--- src/rtl/dfi_cmd_arbiter.sv ---
// dfi_cmd_arbiter: the single owner of the DFI command path to the PHY.
// The initialization stream is passed through until init completes. After that
// the scheduler stream is passed through, and all-bank refresh sequences
// (PREA, then one or more REFs) are inserted from a tREFI timer.
// Optional feature macro: DFI_CMD_ARBITER_REF_POSTPONE_EN. When it is defined,
// refresh debt may build up to MAX_POSTPONE while the scheduler is busy and then
// drains in one burst. When it is undefined, refresh is forced on every tick.
module dfi_cmd_arbiter #(
  parameter int NUM_PHASES   = 4,
  parameter int MAX_POSTPONE = 8,
  parameter int ADDR_W       = 14,
  parameter int BANK_W       = 3,
  parameter int CS_W         = 1
) (
  input  logic                                i_core_clk,
  input  logic                                i_core_rst,
  input  logic                                i_ddr_init_done,
  input  logic [15:0]                         i_cfg_trefi,
  input  logic [15:0]                         i_cfg_trp,
  input  logic [15:0]                         i_cfg_trfc,
  input  logic [NUM_PHASES-1:0][ADDR_W-1:0]   i_init_address,
  input  logic [NUM_PHASES-1:0][BANK_W-1:0]   i_init_bank,
  input  logic [NUM_PHASES-1:0][CS_W-1:0]     i_init_cs_n,
  input  logic [NUM_PHASES-1:0]               i_init_ras_n,
  input  logic [NUM_PHASES-1:0]               i_init_cas_n,
  input  logic [NUM_PHASES-1:0]               i_init_we_n,
  input  logic [NUM_PHASES-1:0]               i_init_cke,
  input  logic [NUM_PHASES-1:0]               i_init_reset_n,
  input  logic [NUM_PHASES-1:0]               i_init_odt,
  input  logic                                i_init_dram_clk_disable,
  input  logic [NUM_PHASES-1:0][ADDR_W-1:0]   i_sched_address,
  input  logic [NUM_PHASES-1:0][BANK_W-1:0]   i_sched_bank,
  input  logic [NUM_PHASES-1:0][CS_W-1:0]     i_sched_cs_n,
  input  logic [NUM_PHASES-1:0]               i_sched_ras_n,
  input  logic [NUM_PHASES-1:0]               i_sched_cas_n,
  input  logic [NUM_PHASES-1:0]               i_sched_we_n,
  input  logic [NUM_PHASES-1:0]               i_sched_cke,
  input  logic [NUM_PHASES-1:0]               i_sched_reset_n,
  input  logic [NUM_PHASES-1:0]               i_sched_odt,
  input  logic                                i_sched_dram_clk_disable,
  input  logic                                i_sched_idle,
  output logic                                o_sched_hold,
  output logic [3:0]                          o_ref_pending,
  output logic [NUM_PHASES-1:0][ADDR_W-1:0]   o_phy_address,
  output logic [NUM_PHASES-1:0][BANK_W-1:0]   o_phy_bank,
  output logic [NUM_PHASES-1:0][CS_W-1:0]     o_phy_cs_n,
  output logic [NUM_PHASES-1:0]               o_phy_ras_n,
  output logic [NUM_PHASES-1:0]               o_phy_cas_n,
  output logic [NUM_PHASES-1:0]               o_phy_we_n,
  output logic [NUM_PHASES-1:0]               o_phy_cke,
  output logic [NUM_PHASES-1:0]               o_phy_reset_n,
  output logic [NUM_PHASES-1:0]               o_phy_odt,
  output logic                                o_phy_dram_clk_disable
);

  // ref_pending is 4 bits wide and PREA needs address bit 10.
  if (MAX_POSTPONE < 1 || MAX_POSTPONE > 15) begin : g_bad_postpone
    $error("MAX_POSTPONE must be in 1..15");
  end
  if (ADDR_W < 11) begin : g_bad_addr
    $error("ADDR_W must be at least 11");
  end

`ifdef DFI_CMD_ARBITER_REF_POSTPONE_EN
  localparam logic [3:0] LP_LIMIT = 4'(MAX_POSTPONE);
`else
  localparam logic [3:0] LP_LIMIT = 4'd1;
`endif

  typedef struct packed {
    logic [NUM_PHASES-1:0][ADDR_W-1:0] address;
    logic [NUM_PHASES-1:0][BANK_W-1:0] bank;
    logic [NUM_PHASES-1:0][CS_W-1:0]   cs_n;
    logic [NUM_PHASES-1:0]             ras_n;
    logic [NUM_PHASES-1:0]             cas_n;
    logic [NUM_PHASES-1:0]             we_n;
    logic [NUM_PHASES-1:0]             cke;
    logic [NUM_PHASES-1:0]             reset_n;
    logic [NUM_PHASES-1:0]             odt;
    logic                              dram_clk_disable;
  } dfi_t;

  typedef enum logic [2:0] {
    ST_INIT,
    ST_RUN,
    ST_REF_HOLD,
    ST_REF_PREA,
    ST_REF_WAIT_RP,
    ST_REF_ISSUE,
    ST_REF_WAIT_RFC
  } state_t;

  // Reset image: no command, CKE low, DRAM held in reset.
  function automatic dfi_t f_reset_word();
    dfi_t c;
    c       = '0;
    c.cs_n  = '1;
    c.ras_n = '1;
    c.cas_n = '1;
    c.we_n  = '1;
    return c;
  endfunction

  // All-phase NOP with the device powered and out of reset.
  function automatic dfi_t f_nop();
    dfi_t c;
    c         = f_reset_word();
    c.cke     = '1;
    c.reset_n = '1;
    return c;
  endfunction

  // Precharge-all on phase 0 to every rank.
  function automatic dfi_t f_prea();
    dfi_t c;
    c                = f_nop();
    c.cs_n[0]        = '0;
    c.ras_n[0]       = 1'b0;
    c.we_n[0]        = 1'b0;
    c.address[0][10] = 1'b1;
    return c;
  endfunction

  // All-bank refresh on phase 0 to every rank.
  function automatic dfi_t f_ref();
    dfi_t c;
    c          = f_nop();
    c.cs_n[0]  = '0;
    c.ras_n[0] = 1'b0;
    c.cas_n[0] = 1'b0;
    return c;
  endfunction

  dfi_t        w_init;
  dfi_t        w_sched;
  dfi_t        r_phy;
  state_t      r_state;
  logic        r_hold;
  logic [3:0]  r_pending;
  logic [15:0] r_timer;
  logic [15:0] r_cnt;
  logic        w_tick;
  logic        w_dec;
  logic        w_want_ref;

  assign w_init  = '{address: i_init_address, bank: i_init_bank, cs_n: i_init_cs_n,
                     ras_n: i_init_ras_n, cas_n: i_init_cas_n, we_n: i_init_we_n,
                     cke: i_init_cke, reset_n: i_init_reset_n, odt: i_init_odt,
                     dram_clk_disable: i_init_dram_clk_disable};
  assign w_sched = '{address: i_sched_address, bank: i_sched_bank, cs_n: i_sched_cs_n,
                     ras_n: i_sched_ras_n, cas_n: i_sched_cas_n, we_n: i_sched_we_n,
                     cke: i_sched_cke, reset_n: i_sched_reset_n, odt: i_sched_odt,
                     dram_clk_disable: i_sched_dram_clk_disable};

  assign w_tick     = (r_state != ST_INIT) && (i_cfg_trefi != 16'd0) &&
                      (r_timer >= i_cfg_trefi - 16'd1);
  assign w_dec      = (r_state == ST_REF_ISSUE);
  assign w_want_ref = (r_pending != 4'd0) && (i_sched_idle || (r_pending >= LP_LIMIT));

  // Refresh interval timer; idle in INIT and when tREFI is zero.
  always_ff @(posedge i_core_clk) begin
    if (i_core_rst || r_state == ST_INIT || i_cfg_trefi == 16'd0) begin
      r_timer <= 16'd0;
    end else if (w_tick) begin
      r_timer <= 16'd0;
    end else begin
      r_timer <= r_timer + 16'd1;
    end
  end

  // Refresh debt: tick adds, REF issue subtracts, both together cancel.
  always_ff @(posedge i_core_clk) begin
    if (i_core_rst) begin
      r_pending <= 4'd0;
    end else begin
      case ({w_tick, w_dec})
        2'b10:   if (r_pending < LP_LIMIT) r_pending <= r_pending + 4'd1;
        2'b01:   if (r_pending != 4'd0) r_pending <= r_pending - 4'd1;
        default: r_pending <= r_pending;
      endcase
    end
  end

  // Command-path FSM; each edge registers the output of the state being entered,
  // except that the RUN->REF_HOLD edge still forwards the scheduler word.
  always_ff @(posedge i_core_clk) begin
    if (i_core_rst) begin
      r_state <= ST_INIT;
      r_hold  <= 1'b1;
      r_cnt   <= 16'd0;
      r_phy   <= f_reset_word();
    end else begin
      case (r_state)
        ST_INIT: begin
          if (i_ddr_init_done) begin
            r_state <= ST_RUN;
            r_hold  <= 1'b0;
            r_phy   <= w_sched;
          end else begin
            r_hold  <= 1'b1;
            r_phy   <= w_init;
          end
        end
        ST_RUN: begin
          r_phy <= w_sched;
          if (w_want_ref) begin
            r_state <= ST_REF_HOLD;
            r_hold  <= 1'b1;
          end else begin
            r_hold  <= 1'b0;
          end
        end
        ST_REF_HOLD: begin
          if (i_sched_idle) begin
            r_state <= ST_REF_PREA;
            r_phy   <= f_prea();
          end else begin
            r_phy   <= f_nop();
          end
        end
        ST_REF_PREA: begin
          r_state <= ST_REF_WAIT_RP;
          r_cnt   <= 16'd1;
          r_phy   <= f_nop();
        end
        ST_REF_WAIT_RP: begin
          if (r_cnt >= i_cfg_trp) begin
            r_state <= ST_REF_ISSUE;
            r_phy   <= f_ref();
          end else begin
            r_cnt   <= r_cnt + 16'd1;
            r_phy   <= f_nop();
          end
        end
        ST_REF_ISSUE: begin
          r_state <= ST_REF_WAIT_RFC;
          r_cnt   <= 16'd1;
          r_phy   <= f_nop();
        end
        ST_REF_WAIT_RFC: begin
          if (r_cnt >= i_cfg_trfc) begin
            if (r_pending != 4'd0) begin
              r_state <= ST_REF_ISSUE;
              r_phy   <= f_ref();
            end else begin
              r_state <= ST_RUN;
              r_hold  <= 1'b0;
              r_phy   <= w_sched;
            end
          end else begin
            r_cnt   <= r_cnt + 16'd1;
            r_phy   <= f_nop();
          end
        end
        default: begin
          r_state <= ST_INIT;
          r_hold  <= 1'b1;
          r_phy   <= f_reset_word();
        end
      endcase
    end
  end

  assign o_sched_hold           = r_hold;
  assign o_ref_pending          = r_pending;
  assign o_phy_address          = r_phy.address;
  assign o_phy_bank             = r_phy.bank;
  assign o_phy_cs_n             = r_phy.cs_n;
  assign o_phy_ras_n            = r_phy.ras_n;
  assign o_phy_cas_n            = r_phy.cas_n;
  assign o_phy_we_n             = r_phy.we_n;
  assign o_phy_cke              = r_phy.cke;
  assign o_phy_reset_n          = r_phy.reset_n;
  assign o_phy_odt              = r_phy.odt;
  assign o_phy_dram_clk_disable = r_phy.dram_clk_disable;

endmodule

--- config.mk ---
export PLATFORM = sky130hd
export DESIGN_NAME = dfi_cmd_arbiter
export DESIGN_NICKNAME = d
export VERILOG_FILES = /design/src/rtl/dfi_cmd_arbiter.sv
export SDC_FILE = /design/constraint.sdc
export NUM_CORES = 1
export LEC_CHECK = 0
export ABC_CLOCK_PERIOD_IN_PS = 3800
export BUFFER_PORTS_ARGS = -buffer_cell sky130_fd_sc_hd__buf_4
export CAP_MARGIN = 0
export CORE_AREA = 2 2 135 137
export CTS_CLUSTER_DIAMETER = 40
export DETAILED_ROUTE_END_ITERATION = 7
export DIE_AREA = 0 0 137 139
export PLACE_DENSITY = 0.79
export SLEW_MARGIN = 15
export SYNTH_ARGS = -nofsm -noshare
export SYNTH_HDL_FRONTEND = slang
export SYNTH_SLANG_ARGS = --single-unit
--- constraint.sdc ---
create_clock -name i_core_clk -period 3.8 [get_ports i_core_clk]
set_clock_uncertainty 0.05 [all_clocks]
set_input_delay 0.76 -clock i_core_clk [delete_from_list [all_inputs] [get_ports i_core_clk]]
set_output_delay 0.76 -clock i_core_clk [all_outputs]
set_load 0.005 [all_outputs]
; ---- Word level (Yosys, flattened, before mapping)
; Index checks and enable logic that the tools add are counted.
[totals]
regBits = 137
input_bits = 246
out_inout_bits = 102
word_cells = 97
[op_classes]
add_sub_neg = 5
n_lt_le_gt_ge = 5
n_eq_ne = 18
n_mux = 24
bitwise = 1
n_reduce_logical = 20
[ops]
columns = cell, n
row1 = 97-bit one-hot mux with 6 select lines, 1
row2 = 97-bit 2-to-1 mux, 3
row3 = 52-bit 2-to-1 mux, 1
row4 = 16-bit >= comparator, 3
row5 = 16-bit one-hot mux with 3 select lines, 1
row6 = 16-bit by 1-bit adder with 16-bit output (second input constant), 2
row7 = 16-bit 2-to-1 mux, 2
row8 = 26-bit 2-to-1 mux, 1
row9 = 3-bit one-hot mux with 7 select lines, 1
row10 = 2-bit != test (second input constant), 10
row11 = 3-bit 2-to-1 mux, 6
row12 = 16-bit zero test, 1
row13 = 16-bit nonzero test, 1
row14 = 16-bit by 1-bit subtractor with 16-bit output (second input constant), 1
row15 = 3-bit equality test (second input constant), 3
row16 = 3-bit AND reduction, 3
row17 = 4-bit 2-to-1 mux, 2
row18 = 4-bit one-hot mux with 2 select lines, 1
row19 = 3-bit by 2-bit equality test with 1-bit output (second input constant), 2
row20 = 3-bit nonzero test, 2
row21 = 5-bit AND reduction, 1
row22 = 4-bit by 1-bit adder with 4-bit output (second input constant), 1
row23 = 4-bit by 1-bit >= comparator with 1-bit output (second input constant), 1
row24 = 4-bit by 1-bit < comparator with 1-bit output (second input constant), 1
row25 = other kinds (14), 22

; ---- Logic depth before layout (Yosys ltp)
[logic_depth]
ltp_word = 6
depth_mapped = 15
ltp_nobuf = 15

; ---- Worst setup path after synthesis
; OpenSTA, ideal clock, no wires.
[synth_timing]
path_type = input to register
from = input port i_cfg_trefi[2]
to = register r_pending[2], in the netlist o_ref_pending[2]
setup_ns = 0.070
arrival_ns = 3.492
t_required_ns = 3.680
slack_ns = 0.188
cell_stages = 15
path_buffers = 0
path_cell_list = nor2_1 nand2_1 nor3_1 nor4b_1 nand2_1 xor2_1 ha_1 a21oi_1 o21ai_0 nor2_1 nand3_1 a21oi_4 a2bb2oi_2 or3_1 a21oi_1
[synth_between]
elab_chain_cells = 6
word_cells_on_any_way = 12
cone_classes = add/sub: 1 / order compare: 1 / eq/ne: 4 / mux: 1 / reduce/logical: 5
[synth_lines]
columns = item, line_no
row1 = "start, declared", 18  ; input logic [15:0] i_cfg_trefi,
row2 = 16-bit by 1-bit subtractor with 16-bit output or 16-bit nonzero test (tied branches), "156, 155"
row3 = 16-bit >= comparator or 1-bit logical AND (tied branches), "156, 155"
row4 = 1-bit logical AND (*), 155  ; assign w_tick = (r_state != ST_INIT) && (i_cfg_trefi != 16'd0) &&
row5 = 2-bit by 1-bit equality test with 1-bit output or 2-bit equality test (tied branches), 176  ; case ({w_tick, w_dec})
row6 = 2-bit != test (no source line) or 2-bit nonzero test (tied branches), n/a
row7 = 3-bit AND reduction (no source line), n/a
row8 = "end signal, assigned", 177  ; 2'b10: if (r_pending < LP_LIMIT) r_pending <= r_pending + 4'd1;
row9 = "end signal, assigned", 178  ; 2'b01: if (r_pending != 4'd0) r_pending <= r_pending - 4'd1;
row10 = "end signal, assigned", 179  ; default: r_pending <= r_pending;
row11 = "end, declared", 139  ; logic [3:0] r_pending;
; Mark *: on every way between the ends. The rest lies on a longest branch, timed or not.
; A chain may end at the register's enable or synchronous reset.

; ---- Worst setup path in the final report
; Ends and elaborated chain as after synthesis.

==> results.txt <==
The die covers ~19,000 um2. The final weighted congestion in routability-driven placement is 0.885. Summing over every cut layer, the via total after detailed routing is 7,168. The number of nets with antenna violations after routing is 0. The minimum clock period came out at 3.39 ns. The power density relative to cell area is 520 nW/um2. For the pin with the worst max-slew slack, the measured transition is 0.925 ns. The number of I/O pins came out at 348.

The setup path with the least slack is of type primary input to flop. The first global-routing pass estimated 35,600 um of wire. The distinct cell type count after synthesis came out at 52. In this run, synthesis inferred 0 flip-flops with an integrated enable. The number of global-route vias before repair is between 6,000 and 7,000. The initial DRC count is about 420. The total leakage power is 4.99 nW. Along the worst path, the maximum fanout reaches 6. The number of pins exceeding their max-slew limit in the final report came out at 0. The worst slew margin relative to its limit came out at 38.1%.

The most used flip-flop cell after synthesis is sky130_fd_sc_hd__dfxtp_1. The count of placed standard cells in the final layout, fillers left out came out at roughly 1,400. The x dimension of the die is 137 um. At the end of the flow, the number of nets in the layout was 1,444. The cell area after technology mapping came out at ~6700 um2. The routed via count divided by cell count came out at between 5 and 6. The area growth from synthesis to final layout is 53.8%. The initial antenna violation count is 0. The required time of the critical path is 4.10 ns. The height of the chip came out at roughly 140 um. The floorplan step defined a core boundary enclosing 17,700 um2.

The routed wire length is 22,900 um. The path class of the tightest hold or removal check is flop to flop. The count of unresolved DRC violations after routing came out at 0.

The library cells used most frequently in the layout, excluding fill and tap cells, are sky130_fd_sc_hd__buf_4 (371), sky130_fd_sc_hd__dfxtp_1 (137), sky130_fd_sc_hd__nor2_1 (123), sky130_fd_sc_hd__a22oi_1 (76), sky130_fd_sc_hd__nand2_1 (56). The number of cells traversed by the worst register-to-register path came out at 10. The leading cell type in the layout, fill and taps excluded is sky130_fd_sc_hd__buf_4.

The detail-routed net length per standard cell came out at about 17 um. The post-route worst hold slack is ~0.41 ns. The overall overflow remaining after global route came out at 0. The share of the Yosys chip area taken by registers is 40.9%.

The global-route usage over all layers came out at between 20% and 30%. The library cell used as clock root buffer is sky130_fd_sc_hd__clkbuf_16. The hold violation count in the final report came out at 0.

The clock-pin transition on the worst setup and hold timing paths is roughly 0.060 ns. The sequential cells in the finished layout cover a total of 2740 um2. The critical path arrival came out at 3.69 ns.

The run finished with clean final reports. The worst hold path stage count came out at 1. The multi-input logic area came out at about 3700 um2. The number of max-cap violations came out at 0. Buffers added to address setup during post-CTS repair amount to 0. The H-tree was split into 4 levels. The number of filler instances in the final layout is between 1,500 and 2,000. The worst setup path is captured at a flop. The synthesized netlist net count came out at about 1,100.

The share of cells above drive strength 1 came out at 36.1%. The synthesized area per cell came out at 8.47 um2. After layout, the design draws a total of 0.00537 W.

Once the clock tree was built, the resizer swapped 0 gates to a different size. TritonCTS built the clock tree. The maximum number of pins on one net before global-route repair came out at 42. The maximum buffer depth of the clock tree came out at 2.

The number of warning messages in the yosys log came out at 0. The highest achievable clock rate came out at between 200 and 300 MHz. Across the VDD grid, the largest voltage drop is 0.328 mV. For this configuration, the core starts out at a cell density of 38.0%. The first TritonRoute pass finished after 5 iterations. The estimated wirelength of the detail-placed design is roughly 18,000 um. The share of the clock period used by the worst path is 89.3%. Once placement completed, the tool counted placed cells totaling 1,355.

The sum of negative setup slack came out at 0 ns. In the synthesized netlist, the number of instances is roughly 800. The register bit total from synthesis is 137. The proportion of synthesized flip-flops having asynchronous set or reset is 0%. Setup violations remaining at the end of the flow were counted as 0. The antenna diode count is 0. STA classifies the critical path startpoint as a primary input. The number of clock buffers inserted by TritonCTS came out at 17. The clock latency on the worst-skew pair is between 0.4 and 0.5 ns.

Counting every sink on the clock net gives 137. Buffers inserted to repair hold after CTS numbered 0. The number of placement rows came out at 49. Setup repair after global routing left no endpoint under its margin. In this run the tool buffered the top-level ports with 347 buffer cells.
==> worst max-delay path, stage by stage <==
cell and delay, ns:
sky130_fd_sc_hd__buf_4 0.13, sky130_fd_sc_hd__nor2_1 0.14, sky130_fd_sc_hd__nand2_1 0.09, sky130_fd_sc_hd__nor3_1 0.17
sky130_fd_sc_hd__nor4b_1 0.27, sky130_fd_sc_hd__buf_4 0.19, sky130_fd_sc_hd__nand2_1 0.06, sky130_fd_sc_hd__xor2_1 0.15
sky130_fd_sc_hd__ha_1 0.29, sky130_fd_sc_hd__a21oi_1 0.14, sky130_fd_sc_hd__o21ai_0 0.16, sky130_fd_sc_hd__nor2_1 0.12
sky130_fd_sc_hd__nand3_1 0.15, sky130_fd_sc_hd__a21oi_4 0.28, sky130_fd_sc_hd__a2bb2oi_2 0.10, sky130_fd_sc_hd__or3_1 0.34
sky130_fd_sc_hd__a21oi_1 0.14
==> area by class of cell <==
cell class	instances	area share, %
multi-input cells	571	35.7
repair buffers	375	27.8
flip-flops and latches	137	26.6
clock buffers	18	4.16
well taps	229	2.78
inverters	43	1.56
clock inverters	13	1.43
==> through the flow <==
step	setup slack, ns	cell area (um2)	utilization (%)
final	0.408	10300	58.4
after global routing	0.215	10300	58.4
after CTS	0.477	10300	58.4
after detailed placement	0.0411	9730	55.1
after global placement	0.0997	9730	55.1
after floorplan	0.188	6710	-
==> per-layer routing <==
layer  part of all wire, %  wire length [um]  vias up  GRT usage (%)
met5                     0                 0        -              0
met4                   2.3               523        0           8.57
met3                   7.6              1750       38           6.51
met2                    50             11400      279           41.6
met1                    40              9270     3320           27.9
li1                      -                 -     3531              -
==> synthesized netlist by cell type, drive strengths merged (5+ instances only) <==
master | count | area (um2)
and4 | 5 | 43.8
nor2b | 5 | 31.3
xnor2 | 11 | 96.3
nor2 | 124 | 468
nand2 | 56 | 210
or3 | 8 | 50.1
xor2 | 25 | 219
inv | 43 | 161
dfxtp | 137 | 2740
a21o | 9 | 67.6
or4 | 6 | 52.6
o21ai | 37 | 185
a22oi | 76 | 571
nand3 | 27 | 135
nor4 | 5 | 31.3
nand4 | 10 | 62.6
a21oi | 41 | 216
o31ai | 8 | 60.1
clkbuf | 40 | 150
ha | 53 | 663
nor3 | 11 | 55.1
==> sequential cells by signal, summed over array words and instances (netlist names) <==
signal                  cells
o_phy_address              56
o_phy_bank                 12
o_phy_cas_n                 4
o_phy_cke                   4
o_phy_cs_n                  4
o_phy_dram_clk_disable      1
o_phy_odt                   4
o_phy_ras_n                 4
o_phy_reset_n               4
o_phy_we_n                  4
o_ref_pending               4
o_sched_hold                1
r_cnt                      16
r_state                     3
r_timer                    16
==> final timing paths <==
path / to / slack (ns) / start
setup / recovery: o_ref_pending[2] / 0.41 / i_cfg_trefi[2]
hold / removal: r_timer[0] / 0.41 / r_timer[0]
setup reg to reg: r_cnt[14] / 0.73 / r_cnt[4]
hold reg to reg: r_timer[0] / 0.41 / r_timer[0]
==> cell families (layout without fill, tap and decap cells) <==
family	count (synthesis)	after routing	share of synthesized area, %
DFF	137	137	40.9
adders and majority gates	53	53	9.89
and+or+nand+nor	275	275	18.8
muxes	4	4	0.616
buffers and inverters	84	449	4.70
AOI/OAI and AO/OA	203	203	20.4
xor gates and xnor gates	36	36	4.70
==> power by group <==
| part | total, W | internal (W) | switching [W] |
|---|---|---|---|
| sequential | 0.00186 | 0.00172 | 0.000138 |
| combinational | 0.00187 | 0.000950 | 0.000925 |
| clock | 0.00164 | 0.000969 | 0.000667 |
(Power assumes the default switching activity.)
